===== config.mk =====
export PLATFORM = sky130hd
export DESIGN_NAME = csr_trap_sequencer
export DESIGN_NICKNAME = d
export VERILOG_FILES = /design/src/rtl/csr_pkg.sv /design/src/rtl/csr_trap_sequencer.sv
export SDC_FILE = /design/constraint.sdc
export NUM_CORES = 1
export LEC_CHECK = 0
export BUFFER_PORTS_ARGS = -buffer_cell sky130_fd_sc_hd__buf_2
export CAP_MARGIN = 5
export CORE_AREA = 2 2 194 196
export CTS_CLUSTER_SIZE = 28
export DETAILED_ROUTE_END_ITERATION = 6
export DIE_AREA = 0 0 196 198
export GPL_TIMING_DRIVEN = 0
export PLACE_DENSITY = 0.53
export SLEW_MARGIN = 10
export SYNTH_ARGS = -nofsm -noshare
export SYNTH_HDL_FRONTEND = slang
export SYNTH_SLANG_ARGS = --single-unit

===== constraint.sdc =====
create_clock -name clk -period 4.2 [get_ports clk]
set_input_delay 0.21 -clock clk [delete_from_list [all_inputs] [get_ports clk]]
set_output_delay 0.21 -clock clk [all_outputs]
set_load 0.05 [all_outputs]

===== src/rtl/csr_pkg.sv =====
// Shared CSR definitions for the trap/MRET sequencer: machine-mode CSR
// addresses, mstatus bit positions and the sequencer state encoding.
// Contents: CSR_* addresses, MSTATUS_* bit indices, seq_state_e.
package csr_pkg;

   // Machine-mode CSR addresses touched by the trap/MRET sequences
   localparam logic [11:0] CSR_MSTATUS = 12'h300;
   localparam logic [11:0] CSR_MTVEC   = 12'h305;
   localparam logic [11:0] CSR_MEPC    = 12'h341;
   localparam logic [11:0] CSR_MCAUSE  = 12'h342;
   localparam logic [11:0] CSR_MTVAL   = 12'h343;

   // mstatus fields
   localparam int MSTATUS_MIE    = 3;
   localparam int MSTATUS_MPIE   = 7;
   localparam int MSTATUS_MPP_LO = 11;
   localparam int MSTATUS_MPP_HI = 12;

   typedef enum logic [2:0] {
      IDLE     = 3'd0,
      T_EPC    = 3'd1,
      T_CAUSE  = 3'd2,
      T_TVAL   = 3'd3,
      T_STATUS = 3'd4,
      T_REDIR  = 3'd5,
      M_STATUS = 3'd6,
      M_REDIR  = 3'd7
   } seq_state_e;

endpackage : csr_pkg


===== src/rtl/csr_trap_sequencer.sv =====
// Purpose : sequences trap entry (mepc/mcause/mtval/mstatus writes, mtvec
//           redirect) and MRET (mstatus update, mepc redirect) over a single
//           CSR write port, arbitrating against instruction CSR writes.
// Latency : trap 6 cycles accept->redirect, MRET 3 cycles; instruction
//           writes pass through combinationally in IDLE.
// Backpressure: inst_csr_ready low (write held off) and stall high while a
//           sequence is running or a trap/MRET request is present.
// Ports   : clk/reset; trap_* and mret_req from the pipeline; inst_csr_* write
//           request; csr_we/waddr/wdata write port and csr_raddr/rdata
//           combinational read port to the CSR file; stall and redirect_*
//           towards the pipeline front end.
module csr_trap_sequencer
   import csr_pkg::*;
#(
   parameter int REG_WIDTH = 64,
   parameter int CSR       = 12
) (
   input  logic                 clk,
   input  logic                 reset,
   input  logic                 trap_req,
   input  logic [REG_WIDTH-1:0] trap_pc,
   input  logic [REG_WIDTH-1:0] trap_cause,
   input  logic [REG_WIDTH-1:0] trap_tval,
   input  logic                 mret_req,
   input  logic                 inst_csr_valid,
   input  logic [CSR-1:0]       inst_csr_addr,
   input  logic [REG_WIDTH-1:0] inst_csr_wdata,
   output logic                 inst_csr_ready,
   output logic                 csr_we,
   output logic [CSR-1:0]       csr_waddr,
   output logic [REG_WIDTH-1:0] csr_wdata,
   output logic [CSR-1:0]       csr_raddr,
   input  logic [REG_WIDTH-1:0] csr_rdata,
   output logic                 stall,
   output logic                 redirect_valid,
   output logic [REG_WIDTH-1:0] redirect_pc
);

   localparam logic [REG_WIDTH-1:0] ALIGN_MASK = ~REG_WIDTH'(3);

   seq_state_e           state_q, state_d;
   logic [REG_WIDTH-1:0] pc_q, pc_d;
   logic [REG_WIDTH-1:0] cause_q, cause_d;
   logic [REG_WIDTH-1:0] tval_q, tval_d;

   logic                 we_raw;
   logic                 redir_raw;
   logic [REG_WIDTH-1:0] status_trap;
   logic [REG_WIDTH-1:0] status_mret;

   // mstatus rewrite for trap entry and for MRET, both derived from the
   // current mstatus value on the read port.
   always_comb begin
      status_trap                                = csr_rdata;
      status_trap[MSTATUS_MPIE]                  = csr_rdata[MSTATUS_MIE];
      status_trap[MSTATUS_MIE]                   = 1'b0;
      status_trap[MSTATUS_MPP_HI:MSTATUS_MPP_LO] = 2'b11;

      status_mret                                = csr_rdata;
      status_mret[MSTATUS_MIE]                   = csr_rdata[MSTATUS_MPIE];
      status_mret[MSTATUS_MPIE]                  = 1'b1;
      status_mret[MSTATUS_MPP_HI:MSTATUS_MPP_LO] = 2'b00;
   end

   always_ff @(posedge clk) begin
      if (reset) begin
         state_q <= IDLE;
         pc_q    <= '0;
         cause_q <= '0;
         tval_q  <= '0;
      end else begin
         state_q <= state_d;
         pc_q    <= pc_d;
         cause_q <= cause_d;
         tval_q  <= tval_d;
      end
   end

   always_comb begin
      state_d        = state_q;
      pc_d           = pc_q;
      cause_d        = cause_q;
      tval_d         = tval_q;
      we_raw         = 1'b0;
      csr_waddr      = '0;
      csr_wdata      = '0;
      csr_raddr      = '0;
      redir_raw      = 1'b0;
      redirect_pc    = '0;
      inst_csr_ready = 1'b0;

      unique case (state_q)
         IDLE: begin
            inst_csr_ready = ~trap_req & ~mret_req;
            if (trap_req) begin
               // mret_req in the same cycle is intentionally dropped
               pc_d    = trap_pc;
               cause_d = trap_cause;
               tval_d  = trap_tval;
               state_d = T_EPC;
            end else if (mret_req) begin
               state_d = M_STATUS;
            end else if (inst_csr_valid) begin
               we_raw    = 1'b1;
               csr_waddr = inst_csr_addr;
               csr_wdata = inst_csr_wdata;
            end
         end
         T_EPC: begin
            we_raw    = 1'b1;
            csr_waddr = CSR'(CSR_MEPC);
            csr_wdata = pc_q & ALIGN_MASK;
            state_d   = T_CAUSE;
         end
         T_CAUSE: begin
            we_raw    = 1'b1;
            csr_waddr = CSR'(CSR_MCAUSE);
            csr_wdata = cause_q;
            state_d   = T_TVAL;
         end
         T_TVAL: begin
            we_raw    = 1'b1;
            csr_waddr = CSR'(CSR_MTVAL);
            csr_wdata = tval_q;
            state_d   = T_STATUS;
         end
         T_STATUS: begin
            csr_raddr = CSR'(CSR_MSTATUS);
            we_raw    = 1'b1;
            csr_waddr = CSR'(CSR_MSTATUS);
            csr_wdata = status_trap;
            state_d   = T_REDIR;
         end
         T_REDIR: begin
            // direct mode only: the mtvec mode bits are discarded
            csr_raddr   = CSR'(CSR_MTVEC);
            redir_raw   = 1'b1;
            redirect_pc = csr_rdata & ALIGN_MASK;
            state_d     = IDLE;
         end
         M_STATUS: begin
            csr_raddr = CSR'(CSR_MSTATUS);
            we_raw    = 1'b1;
            csr_waddr = CSR'(CSR_MSTATUS);
            csr_wdata = status_mret;
            state_d   = M_REDIR;
         end
         M_REDIR: begin
            csr_raddr   = CSR'(CSR_MEPC);
            redir_raw   = 1'b1;
            redirect_pc = csr_rdata;
            state_d     = IDLE;
         end
         default: state_d = IDLE;
      endcase
   end

   // A reset arriving mid-sequence must not let the current step's write or
   // redirect escape in the reset cycle itself.
   assign csr_we         = we_raw & ~reset;
   assign redirect_valid = redir_raw & ~reset;
   assign stall          = (state_q != IDLE) | trap_req | mret_req;

endmodule : csr_trap_sequencer


==> flow_summary.rst, run 1 <==
.. list-table::
   :header-rows: 1

   * - Metric
     - Value
   * - Core outline area
     - 0.0370 mm2
   * - Count of max-cap constraint violations
     - 0
   * - Slew at the pin with the worst max-slew slack
     - 1.24 ns
   * - Worst setup path startpoint
     - state_q[2]
   * - Worst vdd ir
     - ~0.29 mV
   * - Antenna violations before repair
     - 2
   * - CP startpoint kind
     - flop
   * - Clk_lat worst skew
     - 0.46 ns
   * - Global placer's final weighted congestion
     - between 0.9 and 1
   * - Number of pins with negative max-slew slack in the final report
     - 0
   * - Number of buffers added on ports
     - 482
   * - Mux cell area share after synthesis
     - 7.08%
   * - Number of levels in the clock H-tree
     - 4
   * - Warnings, synthesis
     - 0
   * - Number of cells after detailed placement
     - 2,163
   * - Post-Syn Area per Cell
     - approximately 7.9 um2
   * - Syn Inst Count
     - 1,201
   * - Setup repair after global routing missed its margin
     - false
   * - Detail-routed net length per standard cell
     - 21.3 um
   * - Die Width
     - 196 um
   * - Clk root buf
     - clkbuf_16
   * - Via count
     - 11,700
   * - Clock Sink Count
     - around 190
   * - Signal arrival time at the worst endpoint
     - between 3 and 4 ns
   * - Post-route setup slack
     - 0.760 ns
   * - Path class of the lowest-slack min-delay path
     - in -> reg
   * - Unique masters post-synth
     - 35
   * - HPWL after detailed placement
     - 37.9 mm
   * - Fraction of synthesized cell area taken by the top area cell type
     - 40.6%
   * - Combinational family with the most area after synthesis
     - compound AO/OA/AOI/OAI gates
   * - Reg-to-reg critical path endpoint
     - pc_q[13]
   * - Layout overhead on the synthesized area
     - 57.4%
   * - Worst Hold Endpoint
     - tval_q[38]
   * - Worst endpoint required time
     - 3.99 ns
   * - Number of buffers created by CTS
     - 17
   * - Number of setup violations in the final report
     - 0
   * - Count of state elements after synthesis
     - between 150 and 200
   * - Pin count of the biggest net entering global routing
     - 18
   * - Hold Startpoint
     - trap_tval[38]
   * - Post-detailed-route via-to-cell ratio
     - 4.91
   * - Effective utilization at floorplan
     - between 20% and 30%
   * - Endpoints failing hold
     - 0
   * - Die Area
     - 0.0388 mm2
   * - Achievable frequency
     - approximately 290 MHz
   * - Fillcell total
     - 3,855
   * - Clock slew at the register clock pins of the worst setup and hold paths
     - ~0.070 ns
   * - Share of the synthesized area in compound gates (AO/OA/AOI/OAI)
     - between 20% and 30%
   * - Post-CTS Resized
     - 0
   * - Clock tree from TritonCTS
     - yes
   * - Count of boundary I/O pins
     - 493
   * - Depth of the worst register-to-register path
     - 7
   * - Maximum fanout along the worst path
     - 10
   * - Number of nets in the final layout
     - 2,224
   * - Cell type contributing the most total cell area after synthesis
     - dfxtp_1
   * - 1st-iter DRT viols
     - 583
   * - CTS Hold Buffers Added
     - approximately 180
   * - Slew HR
     - between 10% and 20%
   * - Critical path capture point type
     - output port
   * - Layout Cells excl Fill
     - 2,375
   * - Antenna-violating nets left
     - 0
   * - Placement-stage worst setup slack
     - 1.21 ns
   * - Global-route wire length before repair
     - around 70 mm
   * - Row cnt
     - 71
   * - Simple logic cell fraction of the synthesized area
     - 21.6%
   * - DRC Markers
     - 0
   * - DIE HEIGHT
     - between 150 and 200 um
   * - Share of the clock period used by the worst path after layout
     - around 82%
   * - Worst reg-to-reg setup slack
     - 2.02 ns
   * - Post-CTS Setup Inserts
     - 0
   * - Total GRT Usage
     - 25.2%
   * - XOR/XNOR Fraction of Synth Area
     - 0%
   * - Number of cells traversed by the worst hold path
     - 3
   * - Clock skew
     - about 0.011 ns
   * - Synthesized area
     - 0.00951 mm2
   * - Synthesized-area fraction occupied by adder cells
     - 0%
   * - Leakage power
     - 6.88 nW
   * - Number of global-route vias before repair
     - 11,400
   * - Top area cells in the synthesized netlist
     - dfxtp_1 41%, nand2_1 15%, a21oi_1 10%
   * - Remaining Overflow, GRT
     - 0
   * - Fraction of layout instances using a drive strength above 1
     - 31.7%
   * - Class of the most critical setup path
     - reg -> out
   * - Worst-case clock buffer depth
     - 2
   * - Startpoint of the lowest-slack register-to-register path
     - state_q[1]
   * - Total iterations of the first detailed-routing run
     - 7
   * - Total Neg Setup Slack
     - 0 ns
   * - Total wire length
     - about 51 mm
   * - Min Clock Period, post-route
     - between 3 and 4 ns
   * - Register area share after synthesis
     - 40.6%
   * - Power density over the cells
     - 394 mW/mm2
   * - Outcome
     - finished, final reports clean
## worst max path at each step
stage                         end  slack (ns)  depth (start not counted)
floorplan            csr_waddr[6]        2.04                          4
global placement    csr_wdata[14]        1.20                          6
detailed placement  csr_wdata[33]        1.21                          6
CTS                 csr_wdata[14]        0.70                          6
global route        csr_wdata[29]        0.67                          6
finish              csr_wdata[29]        0.76                          6
## cells in the mapped netlist
library cell / number
nand2_1: 384
buf_6: 12
buf_1: 1
a211oi_1: 1
a22oi_1: 2
o2bb2ai_1: 35
and3b_1: 1
conb_1: 1
nand2b_1: 1
o21ba_2: 1
a221oi_1: 1
a21oi_1: 193
clkbuf_1: 65
nand3_1: 2
nand4b_1: 1
a32o_1: 23
and2_1: 3
buf_2: 36
o211ai_1: 2
nor2b_1: 5
buf_4: 14
clkinv_1: 1
a21o_1: 5
o21ai_0: 4
and3_1: 71
a221o_1: 62
mux2_2: 26
mux2i_1: 38
inv_1: 3
nor3b_2: 1
dfxtp_1: 193
or4b_1: 1
nor2_1: 9
nand3b_1: 1
nor4b_1: 2
## power breakdown
part           switching [W]  internal, W
clock               0.000811      0.00101
combinational        0.00136     0.000666
sequential         0.0000798      0.00198
## state kept, by name, summed over array words and instances (netlist names)
register / cells
state_q: 3
tval_q: 64
cause_q: 64
pc_q: 62
## logic make-up after synthesis
| kind of cell | count (synthesis) |
|---|---|
| AO/OA/AOI/OAI | 329 |
| flip-flops | 193 |
| multiplexers | 64 |
| buffers and inverters | 132 |
| other | 1 |
| AND/OR/NAND/NOR | 482 |
## critical path: stages, from the launching register on
cell and delay (ns):
dfxtp_1 0.31, buf_6 0.12, buf_2 0.18, nor3b_2 1.01
clkbuf_1 0.62, a221o_1 0.27, buf_2 0.26
## cell usage in the layout (no fill, tap or decap), types with 14 or more instances in the layout
cell	count
buf_4	14
dfxtp_1	193
mux2i_1	38
nand2_1	384
clkbuf_16	17
a221o_1	62
o2bb2ai_1	35
buf_2	518
clkbuf_1	66
and3_1	71
dlygate4sd3_1	179
mux2_2	26
a21oi_1	193
a32o_1	23
## final cells by class
| cell class | count | area, um2 | share of cell area, % |
|---|---|---|---|
| antenna | 2 | 5.00 | 0.0334 |
| buffer | 128 | 668 | 4.46 |
| clock buffer | 18 | 429 | 2.87 |
| clock inverter | 13 | 204 | 1.36 |
| inverter | 4 | 15.0 | 0.100 |
| multi-input combinational | 882 | 4990 | 33.3 |
| sequential | 193 | 3860 | 25.8 |
| tap | 474 | 593 | 3.96 |
| timing repair buffer | 661 | 4200 | 28.1 |
## layer usage
layer	up-vias	global-route usage, %	wire length [um]
li1	5573	-	-
met1	5489	30.8	21200
met2	536	44.4	24800
met3	73	4.77	3170
met4	0	8.50	1390
met5	-	0	0
## stage by stage
stage	hold WS [ns]	instance area, um2	total power (W)	utilization (%)
finish	0.0208	15000	0.00591	40.5
global route	0.0113	15000	0.00615	40.5
CTS	0.000259	15000	0.00594	40.5
detailed placement	0.443	12500	0.00399	33.9
global placement	0.439	12500	0.00398	33.9
floorplan	0.346	9530	0.00328	-
(Power assumes the default switching activity.)
==> inputs of run 2 (changes only) <==
--- a/config.mk
+++ b/config.mk
@@ -5,14 +5,15 @@
 export SDC_FILE = /design/constraint.sdc
 export NUM_CORES = 1
 export LEC_CHECK = 0
+export ABC_AREA = 1
 export BUFFER_PORTS_ARGS = -buffer_cell sky130_fd_sc_hd__buf_2
 export CAP_MARGIN = 5
-export CORE_AREA = 2 2 194 196
+export CORE_AREA = 2 2 191 193
 export CTS_CLUSTER_SIZE = 28
 export DETAILED_ROUTE_END_ITERATION = 6
-export DIE_AREA = 0 0 196 198
+export DIE_AREA = 0 0 193 195
 export GPL_TIMING_DRIVEN = 0
-export PLACE_DENSITY = 0.53
+export PLACE_DENSITY = 0.59
 export SLEW_MARGIN = 10
 export SYNTH_ARGS = -nofsm -noshare
 export SYNTH_HDL_FRONTEND = slang
==> constraint.sdc (replaced) <==
create_clock -name clk -period 3.55 [get_ports clk]
set_input_delay 0.1775 -clock clk [delete_from_list [all_inputs] [get_ports clk]]
set_output_delay 0.1775 -clock clk [all_outputs]
set_load 0.05 [all_outputs]
==> run 2 against run 1 <==
Cell count increased by 24%. Power increased by 28%. Count of clock-buffer cells in the layout unchanged. First-iteration DRC count increased by 110%. Area after synthesis increased by 17%. Clock skew increased by 0.0071 ns. Setup slack got worse by 0.60 ns. Critical endpoint is now csr_wdata[33]. Largest cell class unchanged. Largest power group is now combinational logic. Highest routed layer is now met5.
==> flow_summary.rst, run 2 <==
.. list-table::
   :header-rows: 1

   * - Metric
     - Value
   * - Outcome
     - finished, final reports clean
   * - Remaining Overflow, GRT
     - 0 (unchanged)
   * - Number of levels in the clock H-tree
     - 4 (unchanged)
   * - Post-synth EDFFs
     - 0 (unchanged)
   * - Combinational share of power
     - 39.4% (+5.1 points)
   * - Fraction of the core area covered by cells at the end of the flow
     - 44.2% (+3.7 points)
   * - Total Neg Setup Slack
     - 0 ns (unchanged)
   * - Detail-routed net length per standard cell
     - 20.7 um (-2.9%)
   * - Endpoints failing hold
     - 0 (unchanged)
   * - Internal
     - 0.00416 W (+14%)
   * - Slew HR
     - 19.0% (+2.0 points)
   * - Worst reg-to-reg setup slack
     - 1.19 ns (-0.83 ns)
   * - Total iterations of the first detailed-routing run
     - 7 (unchanged)
   * - Critical path capture point
     - csr_wdata[33]
   * - Number of setup violations in the final report
     - 0 (unchanged)
   * - Power density over the cells
     - 481 mW/mm2 (+22%)
   * - Global-route wire length before repair
     - 85.4 mm (+20%)
   * - Number of buffers added on ports
     - 480 (-0.41%)
   * - Top area cells in the synthesized netlist
     - dfxtp_1 35%, nand2_1 16%, nor2_1 12%
   * - Register area share after synthesis
     - 34.7% (-5.9 points)
   * - Clock slew at the register clock pins of the worst setup and hold paths
     - 0.08 ns (about the same)
   * - Worst-path cell chain
     - inv_2 > buf_2 > nand3_1 > nor2_2 > buf_2 > nand2_1 > nand2_1 > buf_2
   * - Antenna violations before repair
     - 1 (-1)
   * - Worst-case clock buffer depth
     - 2 (unchanged)
   * - Cell type contributing the most total cell area after synthesis
     - dfxtp_1
   * - CP startpoint kind
     - flop
   * - Worst setup path startpoint
     - state_q[0]
   * - Worst hold slack after final layout
     - 0.00696 ns (-0.0138 ns)
   * - Effective utilization at floorplan
     - 31.4% (+5.7 points)
   * - Die Width
     - 193 um (-1.5%)
   * - Row cnt
     - 69 (-2.8%)
   * - DRC Markers
     - 0 (unchanged)
   * - Antenna-violating nets left
     - 0 (unchanged)
   * - Signal arrival time at the worst endpoint
     - 3.21 ns (-0.02 ns)
   * - Number of nets in the final layout
     - 2,816 (+27%)
   * - Post-CTS Resized
     - 0 (unchanged)
   * - Startpoint of the lowest-slack register-to-register path
     - state_q[0]
   * - Clk root buf
     - clkbuf_16
   * - Placement-stage worst setup slack
     - 0.553 ns (-0.658 ns)
   * - Commonest non-fill, non-tap cell in the layout
     - buf_2
   * - Post-detailed-route via-to-cell ratio
     - 5.02 (+2.2%)
   * - Warnings, synthesis
     - 0 (unchanged)
   * - Min Clock Period, post-route
     - 3.39 ns
   * - Clock tree from TritonCTS
     - yes
   * - Core outline area
     - 0.0354 mm2 (-4.2%)
   * - Worst endpoint required time
     - 3.37 ns (-0.62 ns)
   * - Critical path capture point type
     - output port
   * - Share of the clock period used by the worst path after layout
     - 95.4%
   * - Count of max-cap constraint violations
     - 0 (unchanged)
   * - Setup repair after global routing missed its margin
     - false
   * - 1st-iter DRT viols
     - 1,200 (+110%)
   * - Count of boundary I/O pins
     - 493 (unchanged)
   * - Class of the most critical setup path
     - reg -> out
   * - Syn Inst Count
     - 1,884 (+57%)
   * - Number of buffers created by CTS
     - 17 (unchanged)
   * - Count of state elements after synthesis
     - 193 (unchanged)
   * - Worst vdd ir
     - 0.345 mV (+18%)
   * - Maximum single-stage delay on the critical path
     - 0.68 ns (-0.33 ns)
   * - Reg-to-reg critical path endpoint
     - tval_q[8]
   * - Layout overhead on the synthesized area
     - 40.6%
   * - Total GRT Usage
     - 31.1% (+5.9 points)
   * - Leakage power
     - 7.69 nW (+12%)
   * - Clock Sink Count
     - 193 (unchanged)
   * - Pin count of the biggest net entering global routing
     - 20 (+2)
   * - Number of pins with negative max-slew slack in the final report
     - 0 (unchanged)
   * - Unique masters post-synth
     - 18 (-49%)
   * - Clk_lat worst skew
     - 0.46 ns (about the same)
   * - Share of total power consumed by net switching
     - 44.7% (+6.7 points)
   * - Via count
     - 14,800 (+27%)
   * - Achievable frequency
     - 295 MHz
   * - Relative contribution of sequential cells to total power
     - 33.3% (-1.6 points)
   * - Cell repeated most along the worst path
     - buf_2
   * - Maximum fanout along the worst path
     - 10 (unchanged)
   * - Registers with the most flip-flops
     - cause_q (64), tval_q (64), pc_q (62)
   * - Commonest cells in the netlist
     - 489 x nand2_1, 360 x nor2_1, 216 x nand3_1
   * - Path class of the lowest-slack min-delay path
     - in -> reg
   * - Fraction of synthesized cell area taken by the top area cell type
     - 34.7% (-5.9 points)
   * - Switching Power
     - 0.00337 W (+50%)
   * - Clock skew
     - 0.0184 ns (+0.00707 ns)
   * - Slew at the pin with the worst max-slew slack
     - 1.22 ns (-0.0244 ns)
   * - Async set-reset flop share out of synthesis
     - 0% (unchanged)
   * - Post-CTS Setup Inserts
     - 0 (unchanged)
   * - HPWL after detailed placement
     - 48.5 mm (+28%)
   * - DIE HEIGHT
     - 195 um (-1.5%)
   * - Fraction of layout instances using a drive strength above 1
     - 22.8% (-8.9 points)
   * - Post-route setup slack
     - 0.165 ns (-0.595 ns)
   * - Most frequently used cell type in the post-synthesis netlist
     - nand2_1
   * - Number of global-route vias before repair
     - 13,400 (+17%)
   * - Total inserted antenna cells
     - 0 (-2)
   * - Die Area
     - 0.0376 mm2 (-3.0%)
   * - Main synth FF type
     - dfxtp_1
   * - Critical-path top delay cell
     - nor2_2
   * - Depth of the worst register-to-register path
     - 5 (-2)
   * - Synthesized area
     - 0.0111 mm2 (+17%)
   * - Most frequent cells in the layout
     - 525 x buf_2, 489 x nand2_1, 360 x nor2_1
   * - Post-Syn Area per Cell
     - 5.91 um2 (-25%)
   * - Clock power frac
     - 27.3% (-3.5 points)
   * - Global placer's final weighted congestion
     - 0.961 (+1.7%)
   * - Total wire length
     - 61.1 mm (+21%)
run 2: area by class of cell:
| class | count | area [um2] |
|---|---|---|
| inverters | 131 | 492 |
| flip-flops and latches | 193 | 3860 |
| repair buffers | 570 | 3300 |
| clock inverters | 14 | 173 |
| clock buffers | 18 | 439 |
| plain buffers | 176 | 747 |
| multi-input cells | 1390 | 6050 |
| well taps | 461 | 577 |
| fillers | 3955 | 19700 |
run 2: worst max-delay path: cells and delay by family, from the launching register on:
family	cells	cell delay, ns
flip-flops	1	0.41
buffers and inverters	4	1.02
AND/OR/NAND/NOR	4	1.32
run 2: per-layer routing:
layer  wire, um  GRT usage, %  up-vias
li1           -             -     7234
met1      26600          43.2     6894
met2      28900          51.8      641
met3       4650          3.94       57
met4        929          6.06        2
met5          9             0        -
run 2: logic make-up (layout without fill, tap and decap cells):
kind of cell | count (synthesis) | count (layout) | synth area share, %
AOI/OAI and AO/OA | 192 | 192 | 8.65
buffers and inverters | 307 | 909 | 11.1
DFF | 193 | 193 | 34.7
other | 1 | 7 | 0.0337
and+or+nand+nor | 1191 | 1191 | 45.5
run 2: repair_timing:
action                                  4_1_cts  5_1_grt
hold buffers                                 90        0
hold endpoints to repair                     90        0
endpoints found under the setup margin        0        0
run 2: worst min path at each step:
stage,end,slack [ns],start,cells after the start
2_1_floorplan,cause_q[63],0.34,trap_cause[63],2
3_3_place_gp,cause_q[52],0.45,cause_q[52],2
4_1_cts,pc_q[59],0.0002,trap_pc[59],3
6_report,cause_q[63],0.007,trap_cause[63],3
3_5_place_dp,cause_q[51],0.45,cause_q[51],2
5_1_grt,pc_q[55],0.009,trap_pc[55],3
run 2: power by group through the flow:
stage                     Combinational (W)  Clock, W  Sequential, W
final                               0.00296   0.00206        0.00251
after global routing                0.00316   0.00214        0.00253
after CTS                           0.00295   0.00206        0.00250
after detailed placement            0.00286         0        0.00255
after global placement              0.00284         0        0.00255
after floorplan                     0.00184         0        0.00250
run 2: metrics by stage:
step | power (W) | cells | instance area [um2]
floorplan | 0.00434 | 1890 | 11200
global placement | 0.00539 | 2831 | 14100
detailed placement | 0.00541 | 2831 | 14100
CTS | 0.00751 | 2953 | 15600
global route | 0.00783 | 2953 | 15600
finish | 0.00753 | 2953 | 15600
